[src/rtl/demux_1x4_stream_pkg.sv]
// Shared constants and types for the 1-to-4 round-robin stream demux.
package demux_1x4_stream_pkg;

  localparam int LANES = 4;

  typedef logic [1:0] lane_ptr_t;

  // Pointer advance: a row boundary restarts distribution at lane 0.
  function automatic lane_ptr_t next_ptr(input lane_ptr_t ptr, input logic last);
    return last ? lane_ptr_t'(0) : ptr + lane_ptr_t'(1);
  endfunction

endpackage

[src/rtl/demux_1x4_stream_if.sv]
// Stream bus for the demux: one upstream channel and four downstream lanes.
interface demux_1x4_stream_if
  import demux_1x4_stream_pkg::*;
#(
  parameter int WIDTH = 8
);

  logic                   in_valid;
  logic                   in_ready;
  logic [WIDTH-1:0]       in_data;
  logic                   in_last;
  logic [LANES-1:0]       out_valid;
  logic [LANES-1:0]       out_ready;
  logic [LANES*WIDTH-1:0] out_data;

  modport slave (
    input  in_valid, in_data, in_last, out_ready,
    output in_ready, out_valid, out_data
  );

  modport master (
    output in_valid, in_data, in_last, out_ready,
    input  in_ready, out_valid, out_data
  );

endinterface

[src/rtl/demux_1x4_stream_lane_buf.sv]
// One-entry lane buffer: data register plus full flag, cleared by rst or clear.
module demux_lane_buf #(
  parameter int WIDTH = 8
) (
  input  logic             clk,
  input  logic             rst,
  input  logic             clear,
  input  logic             load,
  input  logic [WIDTH-1:0] load_data,
  input  logic             drain,
  output logic             full,
  output logic [WIDTH-1:0] data
);

  logic             full_reg;
  logic [WIDTH-1:0] data_reg;

  // load only arrives while empty, so it never collides with a drain
  always_ff @(posedge clk) begin
    if (rst || clear) begin
      full_reg <= 1'b0;
    end else if (load) begin
      full_reg <= 1'b1;
    end else if (drain) begin
      full_reg <= 1'b0;
    end
  end

  // Data is a don't-care while empty, so it carries no reset.
  always_ff @(posedge clk) begin
    if (load) begin
      data_reg <= load_data;
    end
  end

  assign full = full_reg;
  assign data = data_reg;

endmodule

[src/rtl/demux_1x4_stream.sv]
// Round-robin 1-to-4 stream demux with per-lane one-entry buffers.
// Optional synchronous flush port enabled by defining DEMUX_FLUSH_EN.
module demux_1x4_stream
  import demux_1x4_stream_pkg::*;
#(
  parameter int WIDTH = 8
) (
  input  logic clk,
  input  logic rst,
`ifdef DEMUX_FLUSH_EN
  input  logic flush,
`endif
  demux_1x4_stream_if.slave bus
);

  logic             clear;
  lane_ptr_t        ptr_reg;
  logic [LANES-1:0] full;
  logic [WIDTH-1:0] lane_data [LANES];
  logic             accept;

`ifdef DEMUX_FLUSH_EN
  assign clear = flush;
`else
  assign clear = 1'b0;
`endif

  // Ready depends only on local state (and flush), never on out_ready.
  assign bus.in_ready = !full[ptr_reg] && !clear;
  assign accept       = bus.in_valid && bus.in_ready;

  always_ff @(posedge clk) begin
    if (rst || clear) begin
      ptr_reg <= '0;
    end else if (accept) begin
      ptr_reg <= next_ptr(ptr_reg, bus.in_last);
    end
  end

  generate
    for (genvar gi = 0; gi < LANES; gi++) begin : g_lane
      demux_lane_buf #(
        .WIDTH (WIDTH)
      ) u_lane (
        .clk       (clk),
        .rst       (rst),
        .clear     (clear),
        .load      (accept && (ptr_reg == lane_ptr_t'(gi))),
        .load_data (bus.in_data),
        .drain     (bus.out_ready[gi]),
        .full      (full[gi]),
        .data      (lane_data[gi])
      );

      assign bus.out_valid[gi]                 = full[gi];
      assign bus.out_data[gi*WIDTH +: WIDTH]   = lane_data[gi];
    end
  endgenerate

endmodule
[src/flat_wrapper.sv]
// flat-port wrapper written by rule: the top's interface ports become plain ports
module demux_1x4_stream_flat import demux_1x4_stream_pkg::*;
#(
  parameter int WIDTH = 8
)
  (clk, rst, bus_in_valid, bus_in_data, bus_in_last, bus_out_ready, bus_in_ready, bus_out_valid, bus_out_data);
  demux_1x4_stream_if #(.WIDTH(WIDTH)) bus_i ();
  input  logic clk;
  input  logic rst;
  input wire logic [$bits(bus_i.in_valid)-1:0] bus_in_valid;
  input wire logic [$bits(bus_i.in_data)-1:0] bus_in_data;
  input wire logic [$bits(bus_i.in_last)-1:0] bus_in_last;
  input wire logic [$bits(bus_i.out_ready)-1:0] bus_out_ready;
  output wire logic [$bits(bus_i.in_ready)-1:0] bus_in_ready;
  output wire logic [$bits(bus_i.out_valid)-1:0] bus_out_valid;
  output wire logic [$bits(bus_i.out_data)-1:0] bus_out_data;
  assign bus_i.in_valid = bus_in_valid;
  assign bus_i.in_data = bus_in_data;
  assign bus_i.in_last = bus_in_last;
  assign bus_i.out_ready = bus_out_ready;
  assign bus_in_ready = bus_i.in_ready;
  assign bus_out_valid = bus_i.out_valid;
  assign bus_out_data = bus_i.out_data;
  demux_1x4_stream #(.WIDTH(WIDTH)) u_core (.clk(clk), .rst(rst), .bus(bus_i));
endmodule
[config.mk]
export PLATFORM = sky130hd
export DESIGN_NAME = demux_1x4_stream_flat
export DESIGN_NICKNAME = d
export VERILOG_FILES = /design/src/rtl/demux_1x4_stream_pkg.sv /design/src/rtl/demux_1x4_stream_if.sv /design/src/rtl/demux_1x4_stream_lane_buf.sv /design/src/rtl/demux_1x4_stream.sv /design/src/flat_wrapper.sv
export SDC_FILE = /design/constraint.sdc
export NUM_CORES = 1
export LEC_CHECK = 0
export CORE_MARGIN = 8
export CORE_UTILIZATION = 35
export CTS_CLUSTER_DIAMETER = 40
export CTS_CLUSTER_SIZE = 10
export DETAILED_ROUTE_END_ITERATION = 7
export PLACE_DENSITY = 0.66
export SLEW_MARGIN = 30
export SYNTH_ARGS = -nofsm -noshare
export SYNTH_HDL_FRONTEND = slang
export SYNTH_SLANG_ARGS = --single-unit
[constraint.sdc]
create_clock -name clk -period 1.9 [get_ports clk]
set_clock_uncertainty 0.05 [all_clocks]
set_input_delay 0.285 -clock clk [delete_from_list [all_inputs] [get_ports clk]]
set_output_delay 0.285 -clock clk [all_outputs]
set_load 0.1 [all_outputs]
Yosys cells after proc, flatten, opt, wreduce, memory -nomap -nowiden
Cells that the tools add are included.
Storage, ports and cells
  word-level logic and storage cells: 36
  ROM bits: 0
  output and inout port bits: 37
  bits in latches: 0
  bits in registers: 38
  RAM bits: 0
  memories: 0
Cells by class
  mux-type cells: 11
  equality and inequality tests: 3
  magnitude comparators: 1
  shift-type cells: 0
  multiply operators: 0
  add/sub/neg operators: 1
  reduce and logical (&&, ||, !) cells: 11
  divide/modulo/power cells: 0
  bitwise operators: 0
Operators by type and width (count)
  1-bit 2-to-1 mux: 9
  2-bit nonzero test: 4
  1-bit logical AND: 5
  2-bit == test, second input constant: 2
  2-bit by 3-bit < comparator with 1-bit output, second input constant: 1
  2-bit by 1-bit adder with 2-bit output, second input constant: 1
  1-bit binary-select mux with 2-bit select: 1
  2-bit by 1-bit == test with 1-bit output, second input constant: 1
  2-bit zero test: 1
  2-bit 2-to-1 mux: 1
  1-bit zero test: 1

Logic depth before layout (Yosys ltp)
Gate-level depths: netlist of run 1.
  word-level depth: 6
  gate-level depth with buffers: 4
  depth with buffers taken out: 4

Modules after synthesis
Synthesis of run 1 repeated with hierarchy kept, for this count alone.
Second synthesis, totals
  cell total of the unflattened synthesis: 74
  area total of the unflattened synthesis: 1393.8 um^2
By module, submodules not included
  demux_lane_buf: area each 285.3 um^2, times used 4, cells each 12
  demux_1x4_stream: area each 252.7 um^2, times used 1, cells each 26

Worst setup path after synthesis of run 1
Ideal clock, no wire load.
  kind: reg2out
  from: reg u_core.ptr_reg[0]
  to: out bus_in_ready
  stages on the path, launching flop included: 4
  arrival time: 1514 ps
  path slack: 51 ps
  cells stage by stage: dfxtp_1 -> mux2i_1 -> nand2_1 -> nand2_1
Between the ends
  cells in the longest elaborated chain, start to end: 3
RTL lines
  from (decl): line demux_1x4_stream.sv:17  | lane_ptr_t ptr_reg;
  from (signal assigned): line demux_1x4_stream.sv:36  | ptr_reg <= next_ptr(ptr_reg, bus.in_last);
  1-bit binary-select mux with 2-bit select: line demux_1x4_stream.sv:29  | assign bus.in_ready = !full[ptr_reg] && !clear;
  1-bit 2-to-1 mux (implied by the code): line demux_1x4_stream.sv:29
  1-bit zero test: line demux_1x4_stream.sv:29
  to (decl): line flat_wrapper.sv:14  | output wire logic [$bits(bus_i.in_ready)-1:0] bus_in_ready;
No other way between the ends. The select of a mux whose other input is x is not followed.

Worst setup path after layout of run 1
Same ends and word-level chain as after synthesis.

==> flow_metrics.py, run 1 <==
metrics = {
    "timing": {
        "max_slew_margin_pct": 75.86,
        "max_slew.worst_pin.slew_ns": 0.3610,
        "fin_crit_sh_pct": 91.76,
        "tns_ns": 0,
        "setup-violations-final": 0,
        "fin_ws_ns": 0.1566,
        "period_needed_ns": 1.743,
        "max_freq_ghz": 0.5736,
        "drv_slew": 0,
        "finalHoldViolations": 0,
        "rsz0062_at_grt": "false",
    },
    "floorplan": {
        "initial_core_util_pct": 35.65,
        "die-height_um": 79.14,
        "die_w_um": 79.14,
        "ios": 53,
        "rows": 23,
        "dieArea_um2": 6262,
        "coreArea_um2": 3914,
    },
    "global_route": {
        "grt_use_total_pct": 8.974,
        "grt_pass1_vias": 909,
        "antenna_found_initial": 0,
        "grt_first_pass_wirelength_um": 4388,
        "overflow": 0,
        "grt_max_degree": 13,
    },
    "worst_setup_path": {
        "worstPathArrival_ns": 1.41,
        "crit_start": "u_core.ptr_reg[0]",
        "r2r_end": "u_core.g_lane[3].u_lane.data[4]",
        "path_max_fanout": 6,
        "start_kind": "flop",
        "r2r.worst_path.cells": 3,
        "cpMaxStageDelayCell": "dfxtp_2",
        "timing.rr.start": "u_core.ptr_reg[0]",
        "required_ns": 1.56,
        "endpoint_kind": "output port",
        "path_common_cell": "nand2_1",
        "worstSetupPathType": "flop to output port",
        "critical_path.max_stage_delay_ns": 0.41,
        "worstPathCellList": "mux2i_2, nand2_1, nand2_1, buf_12",
        "r2r_setup_slack_ns": 0.29,
    },
    "drt": {
        "avgRoutedWirePerCell_um": 15.79,
        "detail-route-antenna-nets": 0,
        "viasPerCell": 4.416,
        "drc_errors": 0,
        "wl_um": 2921,
        "firstDrtPassIters": 4,
        "dr_total_vias": 817,
        "drt_iter0_drc": 75,
    },
    "layout": {
        "final_cell_mix": "buf_4, edfxtp_1, clkdlybuf4s50_1, inv_1",
        "n_antenna_cell": 0,
        "final_common_cell": "buf_4",
        "final_core_util_pct": 51.44,
        "multi_input_area_um2": 265.3,
        "largest_reg_flops": 32,
        "drive_gt1_share_pct": 40.74,
        "regArea_um2": 1082,
        "areaGrowthSynthToFinish_pct": 44.30,
        "nFillCells": 345,
        "finalNetCount": 154,
    },
    "pwr": {
        "power_density_nw_per_um2": 1060,
        "total_power_uw": 2134,
        "leakage_uw": 0.0007681,
        "ir_drop_v": 0.0003760,
    },
    "clocking": {
        "cts_tree": "yes",
        "clkSinkCount": 38,
        "cts-root-buf": "clkbuf_8",
        "htree_num_levels": 2,
        "cts_max_path_buffers": 2,
        "clk_pin_slew_ns": 0.07,
        "clk_latency_ns": 0.28,
        "cts-hold-fix-buffers": 0,
        "cts-buffers-inserted": 5,
    },
    "synth": {
        "syn-instance-count": 79,
        "synth.yosys.seq_area_share_pct": 77.49,
        "ys_types": 20,
        "synth-edff-count": 32,
        "synth_async_sr_flop_share_pct": 0,
        "synth_ff_type": "edfxtp_1",
        "ys_seq_elements": 38,
        "syn-cell-area_um2": 1395,
        "synth_nets": 99,
        "yosysWarnings": 0,
        "syn_avg_cell_area_um2": 17.66,
    },
    "placed_design": {
        "port_buffers": 52,
        "dp_hpwl_um": 2292,
        "gp_congestion": 0.7195,
        "pre_cts_ws_ns": 0.06171,
    },
    "min_path": {
        "min_from": "u_core.g_lane[1].u_lane.full",
        "hp-class": "flop to flop",
        "worstHoldPathCells": 2,
        "hold_end": "u_core.g_lane[1].u_lane.full",
    },
    "job": {
        "maxCapViolCount": 0,
    },
    "status": {
        "status": "finished, final reports clean",
    },
}
-- metrics by stage --
step                      area, um^2  hold slack [ns]  instances
final                           2013           0.4732        185
after global routing            2013           0.5044        185
after CTS                       2004           0.4661        185
after detailed placement        1872           0.4528        177
after global placement          1872           0.4466        177
after floorplan                 1395           0.3339         79
-- report_power, final --
group | switching [uW] | internal [uW]
clock network | 252 | 519
logic | 297 | 107
registers | 17.2 | 942
-- synth_stat cells (2+ instances only) --
library cell  count  area, um^2
nand2_1           3       11.26
nand2b_1          4       25.02
and2b_2           4       35.03
edfxtp_1         32       960.9
buf_4             4       30.03
dfxtp_1           6       120.1
inv_1             6       22.52
ha_1              4       50.05
o32ai_1           4       35.03
mux2i_1           2       20.02
-- cells by family (layout without fill, tap and decap cells) --
kind of cell	Yosys count	count (layout)	synth area share, %
flip-flops	38	38	77.49
buffers and inverters	11	67	4.036
AND/OR/NAND/NOR	16	16	7.264
multiplexers	3	3	2.511
adder cells (fa/ha/maj)	4	4	3.588
AO/OA/AOI/OAI	7	7	5.112
-- how the worst max path moves through the flow --
stage                                      end  cells past startpoint
2_1_floorplan                     bus_in_ready                      3
3_3_place_gp   u_core.g_lane[0].u_lane.data[1]                      4
3_5_place_dp   u_core.g_lane[3].u_lane.data[4]                      4
4_1_cts                           bus_in_ready                      4
5_1_grt                           bus_in_ready                      4
6_report                          bus_in_ready                      4
-- critical path, delay by kind of cell, from the launching register on --
| kind | cells | cell delay (ns) |
|---|---|---|
| buf+inv | 1 | 0.18 |
| flops | 1 | 0.41 |
| mux | 1 | 0.34 |
| simple gates | 2 | 0.20 |
-- cell type report --
cell class | instances | share of cell area [%]
flip-flops and latches | 38 | 53.76
repair buffers | 53 | 22.25
multi-input cells | 30 | 13.18
clock buffers | 5 | 3.418
clock inverters | 3 | 3.170
well taps | 50 | 3.108
inverters | 6 | 1.119
-- layer usage --
metal | GRT usage, % | routed length [um] | share of wire [%] | vias to the layer above
met5 | 0 | 0 | 0 | -
met4 | 2.778 | 16 | 0.55 | 0
met3 | 5.418 | 395 | 14 | 4
met2 | 14.87 | 1328 | 45 | 47
met1 | 9.248 | 1181 | 40 | 374
li1 | - | - | - | 392
-- timing repair --
action / 4_1_cts / 5_1_grt
endpoints found under the setup margin: 0 / 1
gates resized for setup: 0 / 3
buffers inserted: 0 / 0
No activity file was read; power rests on OpenSTA's default activity.
==> run 2: changes to the inputs <==
--- a/config.mk
+++ b/config.mk
@@ -5,12 +5,13 @@
 export SDC_FILE = /design/constraint.sdc
 export NUM_CORES = 1
 export LEC_CHECK = 0
+export ABC_AREA = 1
 export CORE_MARGIN = 8
 export CORE_UTILIZATION = 35
 export CTS_CLUSTER_DIAMETER = 40
 export CTS_CLUSTER_SIZE = 10
 export DETAILED_ROUTE_END_ITERATION = 7
-export PLACE_DENSITY = 0.66
+export PLACE_DENSITY = 0.67
 export SLEW_MARGIN = 30
 export SYNTH_ARGS = -nofsm -noshare
 export SYNTH_HDL_FRONTEND = slang
==> constraint.sdc (replaced) <==
create_clock -name clk -period 1.9 [get_ports clk]
set_clock_uncertainty 0.05 [all_clocks]
set_input_delay 0.285 -clock clk [delete_from_list [all_inputs] [get_ports clk]]
set_output_delay 0.285 -clock clk [all_outputs]
set_load 0.02 [all_outputs]
==> run 2 against run 1 <==
Effect of this change:
- global-route usage is 0.090 points higher
- synthesized cell count is 11% higher
- clock power is 2% higher
- wire length is 4.7% lower
- register-to-register slack worse by 0.03 ns
- utilization is 3.8 points higher
- via count is 2.3% higher
- critical path type unchanged
- largest cell class unchanged
- largest power group unchanged
==> flow_metrics.py, run 2 <==
metrics = {
    "synth": {
        "netlist_top_cells_area": "edfxtp_1, dfxtp_1, ha_1",
        "synth_ff_type": "edfxtp_1",
        "synth_top_area_share_pct": 70.85,
        "synth.yosys.seq_area_share_pct": 79.70,
        "syn-cell-area_um2": 1356,
        "yosysWarnings": 0,
        "synth_top_area_cell": "edfxtp_1",
        "syn_avg_cell_area_um2": 15.41,
        "syn-instance-count": 88,
        "synth_async_sr_flop_share_pct": 0,
        "ys_seq_elements": 38,
        "synth.most_common_cell": "edfxtp_1",
        "ys_types": 12,
        "ys_top_cells_by_count": "edfxtp_1, nand2_1, inv_1, dfxtp_1, nor2_1",
        "synth_nets": 108,
        "synth-edff-count": 32,
    },
    "status": {
        "status": "finished, final reports clean",
    },
    "worst_setup_path": {
        "required_ns": 1.56,
        "r2r_setup_slack_ns": 0.26,
        "start_kind": "flop",
        "crit_path_end": "bus_in_ready",
        "r2r_end": "u_core.g_lane[1].u_lane.data[7]",
        "r2r.worst_path.cells": 6,
        "worstPathArrival_ns": 1.46,
        "timing.rr.start": "u_core.ptr_reg[0]",
        "crit_start": "u_core.ptr_reg[0]",
        "worstSetupPathType": "flop to output port",
        "path_max_fanout": 6,
        "endpoint_kind": "output port",
    },
    "min_path": {
        "hp-class": "flop to flop",
    },
    "floorplan": {
        "die-height_um": 78.25,
        "ios": 53,
        "initial_core_util_pct": 36.77,
        "dieArea_um2": 6123,
        "rows": 22,
        "die_w_um": 78.25,
        "coreArea_um2": 3689,
    },
    "drt": {
        "viasPerCell": 4.354,
        "detail-route-antenna-nets": 0,
        "drt_iter0_drc": 46,
        "dr_total_vias": 836,
        "avgRoutedWirePerCell_um": 14.49,
        "drc_errors": 0,
        "wl_um": 2783,
        "firstDrtPassIters": 4,
    },
    "global_route": {
        "overflow": 0,
        "grt_pass1_vias": 850,
        "grt_first_pass_wirelength_um": 4312,
        "grt_use_total_pct": 9.065,
        "antenna_found_initial": 0,
        "grt_max_degree": 13,
    },
    "clocking": {
        "cts-hold-fix-buffers": 0,
        "cts-buffers-inserted": 5,
        "clkSinkCount": 38,
        "cts_max_path_buffers": 2,
        "post_cts_buffers": 0,
        "cts_tree": "yes",
        "cts-root-buf": "clkbuf_8",
        "clk_latency_ns": 0.28,
        "clk_pin_slew_ns": 0.07,
        "htree_num_levels": 2,
        "cts_resized": 1,
    },
    "pwr": {
        "switching_share_pct": 21.90,
        "power.internal_uw": 1609,
        "comb_power_share_pct": 14.1,
        "ir_drop_v": 0.0006570,
        "power_density_nw_per_um2": 1011,
        "leakage_uw": 0.0007752,
        "total_power_uw": 2060,
        "p_switching_uw": 451.2,
        "power_frac_clock_pct": 38.0,
        "power_frac_seq_pct": 47.8,
    },
    "job": {
        "maxCapViolCount": 0,
    },
    "layout": {
        "n_antenna_cell": 0,
        "drive_gt1_share_pct": 8.333,
        "largest_reg_flops": 32,
        "final_cell_mix": "clkdlybuf4s50_1, edfxtp_1, nand2_1, inv_1",
        "final_core_util_pct": 55.26,
        "nFillCells": 320,
        "fin_cells": 192,
        "finalNetCount": 163,
        "final_common_cell": "clkdlybuf4s50_1",
        "areaGrowthSynthToFinish_pct": 50.28,
    },
    "timing": {
        "finalHoldViolations": 0,
        "fin_ws_ns": 0.1058,
        "max_slew_margin_pct": 74.01,
        "period_needed_ns": 1.794,
        "rsz0062_at_grt": "false",
        "max_slew.worst_pin.slew_ns": 0.3894,
        "setup-violations-final": 0,
        "max_freq_ghz": 0.5573,
        "tns_ns": 0,
        "fin_crit_sh_pct": 94.43,
        "drv_slew": 0,
    },
    "placed_design": {
        "port_buffers": 52,
        "placed_cells": 184,
        "pre_cts_ws_ns": 0.1232,
        "dp_hpwl_um": 2162,
        "gp_congestion": 0.8199,
    },
}
run 2: changes by cell type in the layout (fill, tap and decap cells not counted), moves of 5 or more:
cell,delta
buf_4,-37
clkdlybuf4s50_1,+36
nand2_1,+9
inv_1,+5
nor2_1,+5
run 2: worst min path at each step:
stage / startpoint / to / slack (ns) / cells after the start
2_1_floorplan: rst / u_core.g_lane[0].u_lane.full / 0.30 / 1
3_3_place_gp: u_core.g_lane[0].u_lane.full / u_core.g_lane[0].u_lane.full / 0.44 / 2
3_5_place_dp: u_core.g_lane[1].u_lane.full / u_core.g_lane[1].u_lane.full / 0.43 / 2
4_1_cts: u_core.g_lane[1].u_lane.full / u_core.g_lane[1].u_lane.full / 0.45 / 2
5_1_grt: u_core.g_lane[0].u_lane.full / u_core.g_lane[0].u_lane.full / 0.49 / 2
6_report: u_core.g_lane[1].u_lane.full / u_core.g_lane[1].u_lane.full / 0.45 / 2
run 2: critical path, stage by stage, from the launching register on:
cell	delay, ns
dfxtp_1	0.45
inv_2	0.10
nand2_1	0.08
nand3_2	0.08
nand2_4	0.11
dlygate4sd2_1	0.34
run 2: layout make-up:
cell class	count	area (um^2)	share of cell area [%]
clock inverter	3	63.81	3.131
tap	48	60.06	2.947
timing repair buffer	52	519.2	25.48
clock buffer	5	68.82	3.376
multi-input combinational	34	200.2	9.822
sequential	38	1081	53.04
inverter	12	45.04	2.210
run 2: power groups by stage:
stage,Sequential [uW],Combinational (uW),Clock [uW]
floorplan,1050,106,0
global placement,1000,293,0
detailed placement,1000,299,0
CTS,987,297,793
global route,991,316,821
finish,986,291,783
run 2: logic make-up (layout without fill, tap and decap cells):
logic type | count (synthesis) | after routing | share of synthesized area (%)
DFF | 38 | 38 | 79.71
buffers and inverters | 16 | 72 | 5.535
AOI/OAI and AO/OA | 4 | 4 | 1.476
and+or+nand+nor | 26 | 26 | 9.594
adders and majority gates | 4 | 4 | 3.690
run 2: metrics by stage:
step                cell area, um^2  hold WS, ns
floorplan                      1356       0.3041
global placement               1907       0.4352
detailed placement             1907       0.4334
CTS                            2038       0.4481
global route                   2038       0.4867
finish                         2038       0.4456
run 2: layer usage:
layer	global-route usage, %	wire length (um)	vias up
li1	-	-	403
met1	10.38	1201	381
met2	14.42	1239	48
met3	4.670	321	4
met4	2.778	21	0
met5	0	0	-
==> patch, RTL diff (settings of run 1) <==
Change the package constant `LANES` from 4 to 8.
--- a/src/rtl/demux_1x4_stream_pkg.sv
+++ b/src/rtl/demux_1x4_stream_pkg.sv
@@ -2,5 +2,5 @@
 package demux_1x4_stream_pkg;
 
-  localparam int LANES = 4;
+  localparam int LANES = 8;
 
   typedef logic [1:0] lane_ptr_t;
Ports: changed (resized bus_out_data, bus_out_ready and bus_out_valid); port bits go from 53 to 93. The function was not compared with the original's and may differ.
==> patch against run 1 <==
Total power grew 18%; worst setup slack better by 49 ps; utilization down 2.1 points; synthesized area increased by 29%; non-clock buffer count up 43; critical path depth unchanged; cell area grew 23%; sequential cell count grew 4; routed wire length grew 37%; largest cell class unchanged; largest power group unchanged; highest routed layer unchanged.
==> patch: results (changes against run 1) <==
Crit-path slowest cell: dfxtp_2
WP data arrival: 1360 ps (-50 ps)
Antenna violations before repair: 0 (unchanged)
Total global-route track usage: 0.09967 (+0.009922)
Non-Filler Instances: 260 (+41%)
Sequential area share after synthesis: 0.6467 (-0.1282)
Max Buffers Root-to-Sink: 2 (unchanged)
Largest stage delay on the critical path: 410 ps (about the same)
Sequential power: 1.06 mW (+11%)
Post-synth EDFFs: 32 (unchanged)
Post-Syn Nets: 152 (+54%)
Asr flop ratio synth: 0 (unchanged)
Ys Warns: 0 (unchanged)
DRT iter0 DRCs: 17 (-77%)
Vias in the first global route: 1203 (+32%)
Total Wirelength: 3992 um (+37%)
Largest net degree at the start of global routing: 14 (+1)
IR drop worst, VDD: 0.4271 mV (+14%)
Clock transition at path regs: 70 ps (about the same)
Tightest Pin Transition: 288.4 ps (-72.57 ps)
Final nets: 213 (+38%)
DRT Pass-1 Iters: 3 (-1)
PortBufs: 92 (+77%)
Internal power: 1.699 mW (+8.3%)
First-pass GRT wire length: 5954 um (+36%)
Filler cell count: 446 (+29%)
Sequential Power Share: 0.421 (-0.028)
Pleak: 1.004 nW (+31%)
Vias: 1114 (+36%)
Ant diodes: 0 (unchanged)
Inserted Clock Buffers: 5 (unchanged)
Gate power share: 0.265 (+0.076)
Commonest cells in the netlist: 40 x buf_4, 32 x edfxtp_1, 10 x dfxtp_1, 10 x inv_1, 8 x o32ai_1
Critical-path maximum fanout: 6 (unchanged)
Share of layout cells above drive strength 1: 0.4842 (+0.07680)
Outcome: finished, final reports clean
Max reg flops: 32 (unchanged)
Final GP Congestion: 0.6851 (-4.8%)
Synth Instances: 128 (+62%)
Max H-tree Level: 2 (unchanged)
Netlist cell types: 21 (+5.0%)
CP delay by family, top: flip-flops
Hpwl dp: 3324 um (+45%)
Worst Hold Class: reg -> reg
# Post-CTS Setup Buffers: 0 (unchanged)
Post-placement cell count: 252 (+42%)
Area contributors post-synth: edfxtp_1 54%, buf_4 17%, dfxtp_1 11%, o32ai_1 3.9%, ha_1 2.8%
Top FF cell, synth: edfxtp_1
patch: kinds of logic after synthesis:
kind of cell,count (synthesis),synth area share
simple gates,16,0.05505
flops,42,0.6467
compound gates,11,0.05436
buf+inv,52,0.1965
fa+ha+maj,4,0.02788
mux,3,0.01951
patch: layer usage:
metal  routed length [um]  global-route usage  part of all wire  vias up
met3                  664             0.06660              0.17        4
met1                 1541             0.09746              0.39      512
li1                     -                   -                 -      523
met5                    0                   0                 0        -
met4                   30             0.03125            0.0075        0
met2                 1755              0.1667              0.44       75
patch: timing repair:
action,in CTS,in global routing
hold buffers,0,0
gates resized for setup,0,2
setup endpoints to repair,0,1
patch: final timing paths:
kind / startpoint / end / slack, ps / cells after the start
setup / recovery: u_core.ptr_reg[0] / bus_in_ready / 210 / 4
hold / removal: u_core.g_lane[6].u_lane.full / u_core.g_lane[6].u_lane.full / 420 / 2
hold reg to reg: u_core.g_lane[6].u_lane.full / u_core.g_lane[6].u_lane.full / 420 / 2
setup reg to reg: u_core.ptr_reg[0] / u_core.g_lane[2].u_lane.data[2] / 320 / 3
patch: per-stage QoR:
stage | utilization | instance area (um2) | worst slack (ps)
2_1_floorplan | - | 1795 | 48.37
3_3_place_gp | 0.4658 | 2349 | 83.85
3_5_place_dp | 0.4658 | 2349 | 16.96
4_1_cts | 0.4921 | 2481 | 77.39
5_1_grt | 0.4931 | 2486 | 104.1
6_report | 0.4931 | 2486 | 205.8
patch: cell type report:
cell class,instances,area [um2],share of cell area
sequential,42,1162,0.4675
timing repair buffer,96,780.7,0.3140
multi-input combinational,34,285.3,0.1147
inverter,10,37.54,0.01510
clock inverter,3,63.81,0.02567
clock buffer,5,68.82,0.02768
tap,70,87.58,0.03523
patch: worst min-delay path, stage by stage (launching register included):
cell,delay (ps)
dfxtp_1,310
inv_1,50
o32ai_1,70
